<file path="src/rtl/swivm_tick_irq_pkg.sv">
// Shared definitions for the SwiVM tick interrupt block: FSM state encodings and default widths.
package swivm_tick_irq_pkg;

    typedef enum logic [1:0] {
        ST_IDLE       = 2'd0,
        ST_PENDING    = 2'd1,
        ST_IN_SERVICE = 2'd2
    } state_t;

    localparam int PEND_W_DEF   = 4;
    localparam int UPTIME_W_DEF = 32;

endpackage

</file>
<file path="src/rtl/swivm_edge_detect.sv">
// Rising-edge detector: one-cycle pulse per low-to-high transition of a level input.
module swivm_edge_detect (
    input  logic clk,
    input  logic reset,
    input  logic in,
    output logic rise
);

    logic in_q;
    logic in_d;

    always_comb begin
        in_d = in;
        rise = in & ~in_q;
    end

    // History clears on reset so an input already high at release counts once.
    always_ff @(posedge clk or posedge reset) begin
        if (reset) in_q <= 1'b0;
        else       in_q <= in_d;
    end

endmodule

</file>
<file path="src/rtl/swivm_tick_irq.sv">
// Tick consumer: queues timebase ticks in a saturating pending count and raises a level
// interrupt with ack/EOI handshake; also counts total ticks since reset.
//
// state         | meaning
// ST_IDLE       | nothing pending, not in service
// ST_PENDING    | ticks queued, irq follows ien
// ST_IN_SERVICE | handler running, irq held low until eoi
module swivm_tick_irq
    import swivm_tick_irq_pkg::*;
#(
    parameter int PEND_W   = PEND_W_DEF,
    parameter int UPTIME_W = UPTIME_W_DEF
) (
    input  logic                clk,
    input  logic                reset,
    input  logic                tick,
    input  logic                ien_wr,
    input  logic                ien_data,
    input  logic                irq_ack,
    input  logic                irq_eoi,
    output logic                irq,
    output logic                ien,
    output logic                in_service,
    output logic [PEND_W-1:0]   pending,
    output logic                overrun,
    output logic [UPTIME_W-1:0] uptime
);

    localparam logic [PEND_W-1:0]   PEND_MAX = '1;
    localparam logic [PEND_W-1:0]   PEND_ONE = PEND_W'(1);
    localparam logic [UPTIME_W-1:0] UP_ONE   = UPTIME_W'(1);

    state_t              state_q, state_d;
    logic                irq_q, irq_d;
    logic                ien_q, ien_d;
    logic                in_service_q, in_service_d;
    logic [PEND_W-1:0]   pending_q, pending_d;
    logic                overrun_q, overrun_d;
    logic [UPTIME_W-1:0] uptime_q, uptime_d;

    logic tick_rise;
    logic ack_ok;
    logic pend_sat;

    swivm_edge_detect u_tick_edge (
        .clk   (clk),
        .reset (reset),
        .in    (tick),
        .rise  (tick_rise)
    );

    always_comb begin
        // Ack is judged against the ien value before any same-cycle write.
        ack_ok   = (state_q == ST_PENDING) && irq_ack && ien_q;
        pend_sat = tick_rise && !ack_ok && (pending_q == PEND_MAX);

        pending_d = pending_q;
        if (tick_rise && !ack_ok && !pend_sat) pending_d = pending_q + PEND_ONE;
        else if (!tick_rise && ack_ok)         pending_d = pending_q - PEND_ONE;

        uptime_d = uptime_q;
        if (tick_rise) uptime_d = uptime_q + UP_ONE;

        ien_d = ien_wr ? ien_data : ien_q;

        overrun_d = overrun_q;
        if (ien_wr)   overrun_d = 1'b0;
        if (pend_sat) overrun_d = 1'b1;

        state_d = state_q;
        unique case (state_q)
            ST_IDLE:       if (tick_rise) state_d = ST_PENDING;
            ST_PENDING:    if (ack_ok)    state_d = ST_IN_SERVICE;
            ST_IN_SERVICE: if (irq_eoi)   state_d = (pending_d != '0) ? ST_PENDING : ST_IDLE;
            default:                      state_d = ST_IDLE;
        endcase

        // Outputs are computed from next-cycle values so they register without extra lag.
        irq_d        = (state_d == ST_PENDING) && ien_d;
        in_service_d = (state_d == ST_IN_SERVICE);
    end

    always_ff @(posedge clk or posedge reset) begin
        if (reset) begin
            state_q      <= ST_IDLE;
            irq_q        <= 1'b0;
            ien_q        <= 1'b0;
            in_service_q <= 1'b0;
            pending_q    <= '0;
            overrun_q    <= 1'b0;
            uptime_q     <= '0;
        end else begin
            state_q      <= state_d;
            irq_q        <= irq_d;
            ien_q        <= ien_d;
            in_service_q <= in_service_d;
            pending_q    <= pending_d;
            overrun_q    <= overrun_d;
            uptime_q     <= uptime_d;
        end
    end

    assign irq        = irq_q;
    assign ien        = ien_q;
    assign in_service = in_service_q;
    assign pending    = pending_q;
    assign overrun    = overrun_q;
    assign uptime     = uptime_q;

endmodule

</file>
<file path="config.mk">
export PLATFORM = sky130hd
export DESIGN_NAME = swivm_tick_irq
export DESIGN_NICKNAME = d
export VERILOG_FILES = /design/src/rtl/swivm_tick_irq_pkg.sv /design/src/rtl/swivm_edge_detect.sv /design/src/rtl/swivm_tick_irq.sv
export SDC_FILE = /design/constraint.sdc
export NUM_CORES = 1
export LEC_CHECK = 0
export ABC_AREA = 1
export ABC_CLOCK_PERIOD_IN_PS = 2350
export CAP_MARGIN = 20
export CORE_MARGIN = 5
export CORE_UTILIZATION = 32
export CTS_CLUSTER_DIAMETER = 120
export DETAILED_ROUTE_END_ITERATION = 10
export HOLD_SLACK_MARGIN = 0.06
export SLEW_MARGIN = 20
export SYNTH_ARGS = -nofsm -noshare
export SYNTH_HDL_FRONTEND = slang
export SYNTH_SLANG_ARGS = --single-unit
</file>
<file path="constraint.sdc">
create_clock -name clk -period 2.35 [get_ports clk]
set_input_delay 0.3525 -clock clk [delete_from_list [all_inputs] [get_ports clk]]
set_output_delay 0.3525 -clock clk [all_outputs]
set_load 0.005 [all_outputs]
</file>
==> impl_metrics.env, run 1 <==
export IMPL_rsz0062_at_grt="no"
export IMPL_cts_resized=0
export IMPL_netSwitchingFraction=0.310
export IMPL_yosysTopAreaCell="dfrtp_1"
export IMPL_cts_buffers=5
export IMPL_mostFrequentLayoutCells="63 x nand2_1, 46 x clkdlybuf4s50_1, 43 x dfrtp_1"
export IMPL_gp_congestion=0.847
export IMPL_cts_sinks=43
export IMPL_synth_seq_area_share=0.490
export IMPL_p_leak_uw=0.00143
export IMPL_htree_levels=2
export IMPL_placed_area_um2=2770
export IMPL_grt_pass1_wl_um=7690
export IMPL_vias_per_cell=4.40
export IMPL_final_net_count=311
export IMPL_grt_use_met1=0.144
export IMPL_cts_root_buf="clkbuf_8"
export IMPL_final_common_cell="nand2_1"
export IMPL_initialDrtViolationCount=65
export IMPL_yosysWarnings=0
export IMPL_tns_ns=0
export IMPL_start_kind="input pin"
export IMPL_fp_coreArea_um2=6720
export IMPL_grt_max_degree=44
export IMPL_ys_types=25
export IMPL_hpwl_um=3610
export IMPL_finClkSkew_ns=0.00696
export IMPL_setup_viol_count_final=0
export IMPL_use_met3=0.0309
export IMPL_r2r_start="uptime[0]$_DFFE_PP0P_"
export IMPL_drt_first_pass_iters=4
export IMPL_internal_power_uw=1490
export IMPL_pwr_share_clk=0.268
export IMPL_path_clk_slew_ns=0.09
export IMPL_timing_final_crit_share=0.754
export IMPL_rr_endpoint="uptime[28]$_DFFE_PP0P_"
export IMPL_busiest_layer="met2"
export IMPL_num_rows=30
export IMPL_power_density_nw_per_um2=749
export IMPL_cts_max_path_buffers=2
export IMPL_syn_avg_cell_area_um2=8.89
export IMPL_layout_drive_gt1_share=0.0894
export IMPL_io_pins=47
export IMPL_drv_slew=0
export IMPL_final_antenna_net_count=0
export IMPL_worstMarginPinSlew_ns=0.534
export IMPL_dieArea_um2=8620
export IMPL_crit_fanout=8
export IMPL_worst_hold_path_type="input pin to asynchronous set/reset pin"
export IMPL_grt_overflow=0
export IMPL_flow_area_growth_from_synthesis_pct=31.1
export IMPL_portBuffers=46
export IMPL_wl_per_cell_um=12.0
export IMPL_initial_utilization=0.327
export IMPL_critical_path_class="input pin to flip-flop"
export IMPL_postSynthCellCount=247
export IMPL_syn_cell_area_um2=2200
export IMPL_die_y_um=92.8
export IMPL_max_slew_margin=0.644
export IMPL_num_vias=1680
export IMPL_syn_num_nets=257
export IMPL_status="finished clean"
export IMPL_max_freq_ghz=0.564
export IMPL_cap_violations=0
export IMPL_p_switching_uw=667
export IMPL_die_width_um=92.8
export IMPL_final_cell_area_um2=2880
export IMPL_ir_drop_uv=339
export IMPL_gr_usage_met2=0.183
export IMPL_cts_tree="built"
export IMPL_crit_arrival_ns=1.96
export IMPL_synth_seq_cells=43
export IMPL_hold_buffers=0
export IMPL_clk_latency_ns=0.30
export IMPL_antenna_found_initial=0
export IMPL_p_comb_frac=0.278
export IMPL_cp_end_kind="flip-flop"
export IMPL_drt_wl_total_um=4580
export IMPL_yosys_area_top_type_share=0.490
export IMPL_ff2ff_path_depth=8
export IMPL_first_global_vias=1636
export IMPL_worstPathRequired_ns=2.54
export IMPL_hold_viol_final=0
export IMPL_fin_crit_ns=1.77
export IMPL_seqPwrFrac=0.455
export IMPL_post_cts_buffers=0
export IMPL_track_usage=0.113
export IMPL_antenna_cells=0
export IMPL_r2r_setup_slack_ns=0.62
export IMPL_ys_top_cells_by_area="dfrtp_1 49%, nand2_1 11%, xor2_1 8.0%, inv_1 5.6%, xnor2_1 5.2%"
export IMPL_route_detailed_drc=0
## critical path: stages
cell and delay (ns):
clkdlybuf4s50_1 0.48, inv_1 0.07, nor2_4 0.15, inv_4 0.08
nor3_4 0.30, nand4_2 0.16, nor2_2 0.15, nand2_1 0.08
xor2_1 0.15
## registers in the layout (all words and copies together), names as in the netlist
name / cells
in_service: 1
ien: 1
u_tick_edge.in_q: 1
irq: 1
pending: 4
state_q: 2
uptime: 32
overrun: 1
## power by group through the flow
stage | registers [µW] | logic, µW | clock network (µW)
CTS | 983 | 613 | 600
floorplan | 972 | 343 | 0
global placement | 997 | 599 | 0
finish | 980 | 598 | 577
detailed placement | 997 | 610 | 0
global route | 1000 | 686 | 626
## layer usage
layer / vias up / routed length, µm
li1: 881 / -
met1: 765 / 2180
met2: 26 / 2120
met3: 8 / 207
met4: 0 / 80
met5: - / 0
## area by class of cell
class | instances | area [µm²]
clock buffer | 5 | 68.8
clock inverter | 3 | 43.8
fill | 663 | 3840
timing repair buffer | 48 | 475
tap | 80 | 100
inverter | 36 | 138
multi-input combinational | 167 | 977
sequential | 43 | 1080
## metrics by stage
stage	total power, µW	std cells	utilization	hold WS (ns)	worst slack (ns)
after floorplan	1310	247	-	0.384	0.812
after global placement	1600	374	0.412	0.512	0.297
after detailed placement	1610	374	0.412	0.514	0.228
after CTS	2200	382	0.428	0.504	0.553
after global routing	2310	382	0.428	0.534	0.440
final	2160	382	0.428	0.484	0.578
## synth_stat cells (all sizes together)
library cell  count
nand3            19
nand4             7
o32ai             1
a21oi             1
inv              36
clkbuf            1
nand3b            1
nor2             25
xor2             20
ha                3
xnor2            14
nor3              8
o21ai             4
dfrtp            43
nand2            64
## cell families after synthesis
group,count (synthesis),synth area share
compound gates,6,0.0154
xor+xnor,34,0.139
fa+ha+maj,3,0.0171
buf+inv,37,0.0650
flops,43,0.490
simple gates,124,0.274
## worst max path at each step
stage                                     from                     end  slack, ns  cells after the start
global placement                          tick  uptime[21]$_DFFE_PP0P_       0.30                      9
CTS                                       tick  uptime[21]$_DFFE_PP0P_       0.55                      9
finish                                    tick  uptime[21]$_DFFE_PP0P_       0.58                      9
global route                              tick           irq$_DFF_PP0_       0.44                     12
detailed placement                        tick  uptime[21]$_DFFE_PP0P_       0.23                      9
floorplan           u_tick_edge.in_q$_DFF_PP0_  uptime[21]$_DFFE_PP0P_       0.81                      7
Power figures use the tool's default switching activity.
==> run 2: changes to the inputs <==
--- a/config.mk
+++ b/config.mk
@@ -6,7 +6,7 @@
 export NUM_CORES = 1
 export LEC_CHECK = 0
 export ABC_AREA = 1
-export ABC_CLOCK_PERIOD_IN_PS = 2350
+export ABC_CLOCK_PERIOD_IN_PS = 1500
 export CAP_MARGIN = 20
 export CORE_MARGIN = 5
 export CORE_UTILIZATION = 32
==> constraint.sdc (replaced) <==
create_clock -name clk -period 1.5 [get_ports clk]
set_input_delay 0.225 -clock clk [delete_from_list [all_inputs] [get_ports clk]]
set_output_delay 0.225 -clock clk [all_outputs]
set_load 0.005 [all_outputs]
==> run 2 against run 1 <==
- the run now ends with negative setup slack left
- sequential power is 55% higher
- core utilization is 10 points higher
- wire length is 20% higher
- worst hold slack got worse by 0.27 ns
==> impl_metrics.env, run 2 (same netlist as run 1, synthesis figures left out) <==
export IMPL_antenna_cells=0
export IMPL_final_antenna_net_count=0
export IMPL_hold_viol_final=0
export IMPL_r2r_start="uptime[0]$_DFFE_PP0P_"
export IMPL_drt_first_pass_iters=4
export IMPL_tns_ns=-1.34
export IMPL_max_freq_ghz=0.616
export IMPL_start_kind="flip-flop"
export IMPL_crit_arrival_ns=1.80
export IMPL_cpPeakStageDelay_ns=0.40
export IMPL_power_uw=3720
export IMPL_status="finished, violations left"
export IMPL_first_global_vias=2033
export IMPL_multiInputGateArea_um2=1130
export IMPL_cp_end_kind="flip-flop"
export IMPL_largest_reg_flops=32
export IMPL_flow_area_growth_from_synthesis_pct=61.9
export IMPL_worstMarginPinSlew_ns=0.332
export IMPL_initial_utilization=0.327
export IMPL_fill_cells=594
export IMPL_r2r_setup_slack_ns=-0.12
export IMPL_antenna_found_initial=0
export IMPL_grt_overflow=0
export IMPL_cp_slowest_cell="dfrtp_1"
export IMPL_hp_start="tick"
export IMPL_num_vias=2000
export IMPL_portBuffers=46
export IMPL_grt_pass1_wl_um=9400
export IMPL_initialDrtViolationCount=98
export IMPL_place_ws_ns=-0.408
export IMPL_whs_endpoint="u_tick_edge.in_q$_DFF_PP0_"
export IMPL_route_detailed_drc=0
export IMPL_rsz0062_at_grt="yes"
export IMPL_drt_wl_total_um=5500
export IMPL_grt_max_degree=44
export IMPL_gp_congestion=0.798
export IMPL_path_clk_slew_ns=0.08
export IMPL_p_leak_uw=0.00202
export IMPL_dieArea_um2=8620
export IMPL_failed_checks="negative setup slack"
export IMPL_ir_drop_uv=518
export IMPL_worst_hold_path_type="input pin to flip-flop"
export IMPL_fp_coreArea_um2=6720
export IMPL_num_rows=30
export IMPL_crit_fanout=4
export IMPL_hpwl_um=3940
export IMPL_cts_buffers=5
export IMPL_cts_root_buf="clkbuf_8"
export IMPL_die_y_um=92.8
export IMPL_wl_per_cell_um=12.2
export IMPL_seqCellArea_um2=1080
export IMPL_finClkSkew_ns=0.00894
export IMPL_worstPathRequired_ns=1.68
export IMPL_cts_tree="built"
export IMPL_cts_max_path_buffers=2
export IMPL_timing_final_crit_share=1.08
export IMPL_power_density_nw_per_um2=1050
export IMPL_cts_sinks=43
export IMPL_final_net_count=379
export IMPL_utilization=0.529
export IMPL_drv_slew=0
export IMPL_cpMostUsedCell="nand3_2"
export IMPL_clk_latency_ns=0.29
export IMPL_mostFrequentLayoutCells="63 x buf_4, 54 x nand2_1, 40 x dfrtp_1"
export IMPL_whs_path_depth=1
export IMPL_setup_viol_count_final=23
export IMPL_cap_violations=0
export IMPL_htree_levels=2
export IMPL_ff2ff_path_depth=9
export IMPL_hold_ws_ns=0.214
export IMPL_cp_cell_sequence="ha_4 > nand3_2 > nor3_4 > nand3_2 > nor2_4 > buf_6 > buf_6 > nand3_2 > xnor2_2"
export IMPL_final_common_cell="buf_4"
export IMPL_fin_crit_ns=1.62
export IMPL_layout_setup_ws_ns=-0.122
export IMPL_die_width_um=92.8
export IMPL_rr_endpoint="uptime[26]$_DFFE_PP0P_"
export IMPL_critical_path_class="flip-flop to flip-flop"
export IMPL_io_pins=47
export IMPL_track_usage=0.135
export IMPL_layout_drive_gt1_share=0.336
export IMPL_vias_per_cell=4.45
export IMPL_max_slew_margin=0.777
## run 2: cell types whose count changed in the layout (fill, tap and decap cells not counted), sizes merged
cell | previous run | this run
buf | 2 | 70
bufinv | 1 | 0
clkbuf | 5 | 6
clkdlybuf4s50 | 46 | 20
clkinv | 2 | 1
dlygate4sd2 | 0 | 17
dlymetal6s2s | 0 | 9
## run 2: metal layers
layer	share of wire	global-route usage	routed length, µm	vias to the layer above
met2	0.49	0.219	2680	40
met3	0.033	0.0244	184	11
met4	0.021	0.0549	116	0
li1	-	-	-	1006
met5	0	0	0	-
met1	0.46	0.178	2520	943
## run 2: repair_timing
action                                  4_1_cts  5_1_grt
endpoints found under the hold margin         0        0
setup buffers                                17        8
cloned                                        0        0
hold buffers                                  0        0
pin swaps                                     6       10
resized for setup                            45       27
endpoints found under the setup margin       38       41
## run 2: metrics by stage
| stage | cells | area, µm² |
|---|---|---|
| 2_1_floorplan | 247 | 2200 |
| 3_3_place_gp | 417 | 3100 |
| 3_5_place_dp | 417 | 3100 |
| 4_1_cts | 441 | 3390 |
| 5_1_grt | 449 | 3550 |
| 6_report | 449 | 3550 |
## run 2: worst max-delay path by stage
| stage | startpoint | endpoint | slack, ns | cells after the start |
|---|---|---|---|---|
| 4_1_cts | uptime[1]$_DFFE_PP0P_ | uptime[28]$_DFFE_PP0P_ | -0.14 | 8 |
| 3_3_place_gp | irq_ack | irq$_DFF_PP0_ | -0.41 | 12 |
| 2_1_floorplan | uptime[0]$_DFFE_PP0P_ | uptime[28]$_DFFE_PP0P_ | -0.03 | 8 |
| 3_5_place_dp | tick | uptime[21]$_DFFE_PP0P_ | -0.41 | 9 |
| 6_report | uptime[0]$_DFFE_PP0P_ | uptime[26]$_DFFE_PP0P_ | -0.12 | 9 |
| 5_1_grt | uptime[0]$_DFFE_PP0P_ | uptime[21]$_DFFE_PP0P_ | -0.29 | 9 |
## run 2: layout make-up
type | instances | area share
Timing Repair Buffer | 116 | 0.288
Tap cell | 80 | 0.0282
Sequential cell | 43 | 0.304
Clock inverter | 1 | 0.00141
Clock buffer | 6 | 0.0232
Multi-Input combinational cell | 167 | 0.317
Inverter | 36 | 0.0387
## run 2: where the power goes
group,leakage [µW],switching (µW),internal [µW]
logic,0.00144,636,821
registers,0.000532,183,1330
clock network,0.0000470,383,362
## run 2: critical path: cells and delay by family (launching register included)
family	cells	cell delay [ns]
adders and majority gates	1	0.16
xor gates and xnor gates	1	0.15
buffers and inverters	2	0.21
DFF	1	0.40
and+or+nand+nor	5	0.58
==> run 3: changes to the inputs <==
--- a/config.mk
+++ b/config.mk
@@ -8,12 +8,12 @@
 export ABC_AREA = 1
 export ABC_CLOCK_PERIOD_IN_PS = 1500
 export CAP_MARGIN = 20
-export CORE_MARGIN = 5
+export CORE_MARGIN = 2
 export CORE_UTILIZATION = 32
 export CTS_CLUSTER_DIAMETER = 120
 export DETAILED_ROUTE_END_ITERATION = 10
 export HOLD_SLACK_MARGIN = 0.06
-export SLEW_MARGIN = 20
+export SLEW_MARGIN = 25
 export SYNTH_ARGS = -nofsm -noshare
 export SYNTH_HDL_FRONTEND = slang
 export SYNTH_SLANG_ARGS = --single-unit
==> run 3 against run 2 <==
- the flow still finishes with violations (negative setup slack)
- register-to-register slack got worse by 0.04 ns
- combinational power grew 9.6%
- die area is 13% lower
- first-iteration DRC count shrank 31%
- critical path depth did not move
- maximum frequency fell by 2.5%
- sequential power about the same
- non-clock buffer count up 10
- final cell count increased by 2.4%
- wire length rose by 9.0%
==> impl_metrics.env, run 3 (same netlist as run 1, synthesis figures left out) <==
export IMPL_finClkSkew_ns=0.00640
export IMPL_worstPathRequired_ns=1.72
export IMPL_hpwl_um=3900
export IMPL_hold_viol_final=0
export IMPL_die_width_um=86.8
export IMPL_final_antenna_net_count=0
export IMPL_crit_buf_inv=3
export IMPL_cts_sinks=43
export IMPL_cp_cell_sequence="ha_2 > nand3_4 > nor3_4 > nand3_2 > buf_4 > buf_4 > buf_4 > nor2_4 > xor2_1"
export IMPL_track_usage=0.150
export IMPL_cts_tree="built"
export IMPL_hp_start="tick"
export IMPL_flow_area_growth_from_synthesis_pct=68.0
export IMPL_wl_per_cell_um=13.0
export IMPL_gp_congestion=0.808
export IMPL_path_clk_slew_ns=0.09
export IMPL_utilization=0.549
export IMPL_use_met3=0.0267
export IMPL_route_detailed_drc=0
export IMPL_p_leak_uw=0.00203
export IMPL_drt_wl_total_um=6000
export IMPL_fin_crit_ns=1.66
export IMPL_grt_max_degree=44
export IMPL_final_common_cell="buf_4"
export IMPL_ff2ff_path_depth=9
export IMPL_busiest_layer="met2"
export IMPL_r2r_start="uptime[0]$_DFFE_PP0P_"
export IMPL_grt_use_met1=0.197
export IMPL_start_kind="flip-flop"
export IMPL_drt_first_pass_iters=4
export IMPL_crit_start="uptime[0]$_DFFE_PP0P_"
export IMPL_cp_depth=9
export IMPL_vias_per_cell=4.52
export IMPL_crit_path_end="uptime[12]$_DFFE_PP0P_"
export IMPL_io_pins=47
export IMPL_ir_drop_uv=486
export IMPL_num_vias=2079
export IMPL_initial_utilization=0.327
export IMPL_max_freq_ghz=0.601
export IMPL_timing_final_crit_share=1.11
export IMPL_first_global_vias=1934
export IMPL_status="finished, violations left"
export IMPL_critical_path_class="flip-flop to flip-flop"
export IMPL_die_y_um=86.8
export IMPL_htree_levels=2
export IMPL_grt_pass1_wl_um=8950
export IMPL_antenna_cells=0
export IMPL_cpMostUsedCell="buf_4"
export IMPL_initialDrtViolationCount=68
export IMPL_antenna_found_initial=0
export IMPL_portBuffers=46
export IMPL_dieArea_um2=7540
export IMPL_mostFrequentLayoutCells="72 x buf_4, 53 x nand2_1, 39 x dfrtp_1"
export IMPL_cpPeakStageDelay_ns=0.36
export IMPL_largest_reg_flops=32
export IMPL_layout_setup_ws_ns=-0.163
export IMPL_final_net_count=389
export IMPL_worstMarginPinSlew_ns=0.349
export IMPL_rsz0062_at_grt="yes"
export IMPL_cts_buffers=5
export IMPL_crit_fanout=2
export IMPL_cap_violations=0
export IMPL_cp_end_kind="flip-flop"
export IMPL_cts_root_buf="clkbuf_8"
export IMPL_crit_family="simple AND/OR/NAND/NOR gates"
export IMPL_rr_endpoint="uptime[12]$_DFFE_PP0P_"
export IMPL_clk_latency_ns=0.30
export IMPL_gr_usage_met2=0.251
export IMPL_setup_viol_count_final=23
export IMPL_max_slew_margin=0.766
export IMPL_r2r_setup_slack_ns=-0.16
export IMPL_drv_slew=0
export IMPL_fp_coreArea_um2=6720
export IMPL_failed_checks="negative setup slack"
export IMPL_grt_overflow=0
export IMPL_cp_slowest_cell="dfrtp_1"
export IMPL_cts_max_path_buffers=2
export IMPL_num_rows=30
export IMPL_power_density_nw_per_um2=1040
export IMPL_crit_arrival_ns=1.88
export IMPL_layout_drive_gt1_share=0.384
export IMPL_power_uw=3840
export IMPL_worst_hold_path_type="input pin to flip-flop"
[run 3: final cells by class]
class                      instances  area [µm²]
multi-input combinational        167        1180
clock inverter                     2        12.5
timing repair buffer             126        1100
inverter                          36         140
clock buffer                       6        72.6
fill                             602        3030
sequential                        43        1080
tap                               80         100
[run 3: what timing repair did]
action                                  CTS  global route
gates resized for setup                  35            50
setup buffers                            11            26
endpoints found under the setup margin   35            42
gates cloned                              0             0
pin swaps                                 4            28
hold buffers                              0             0
[run 3: power by group]
group / switching (µW) / internal (µW)
clock network: 416 / 326
registers: 161 / 1340
logic: 726 / 878
total: 1300 / 2540
[run 3: through the flow]
step | setup slack [ns] | area, µm² | hold WS (ns) | TNS [ns] | std cells
5_1_grt | -0.306 | 3690 | 0.189 | -4.77 | 460
3_3_place_gp | -0.400 | 3090 | 0.477 | -7.95 | 416
2_1_floorplan | -0.0343 | 2200 | 0.256 | -0.0548 | 247
6_report | -0.163 | 3690 | 0.195 | -1.71 | 460
3_5_place_dp | -0.439 | 3090 | 0.474 | -9.01 | 416
4_1_cts | -0.122 | 3310 | 0.186 | -0.622 | 435
[run 3: routing by layer]
metal,vias up,share of wire
met3,13,0.026
met5,-,0
met2,39,0.52
li1,1035,-
met1,992,0.44
met4,0,0.021
[run 3: how the worst min path moves through the flow]
stage,cells past startpoint,endpoint,slack (ns)
after global routing,1,u_tick_edge.in_q$_DFF_PP0_,0.19
after detailed placement,1,uptime[31]$_DFFE_PP0P_,0.47
after CTS,1,u_tick_edge.in_q$_DFF_PP0_,0.19
final,1,u_tick_edge.in_q$_DFF_PP0_,0.19
after global placement,1,uptime[31]$_DFFE_PP0P_,0.48
after floorplan,0,u_tick_edge.in_q$_DFF_PP0_,0.26
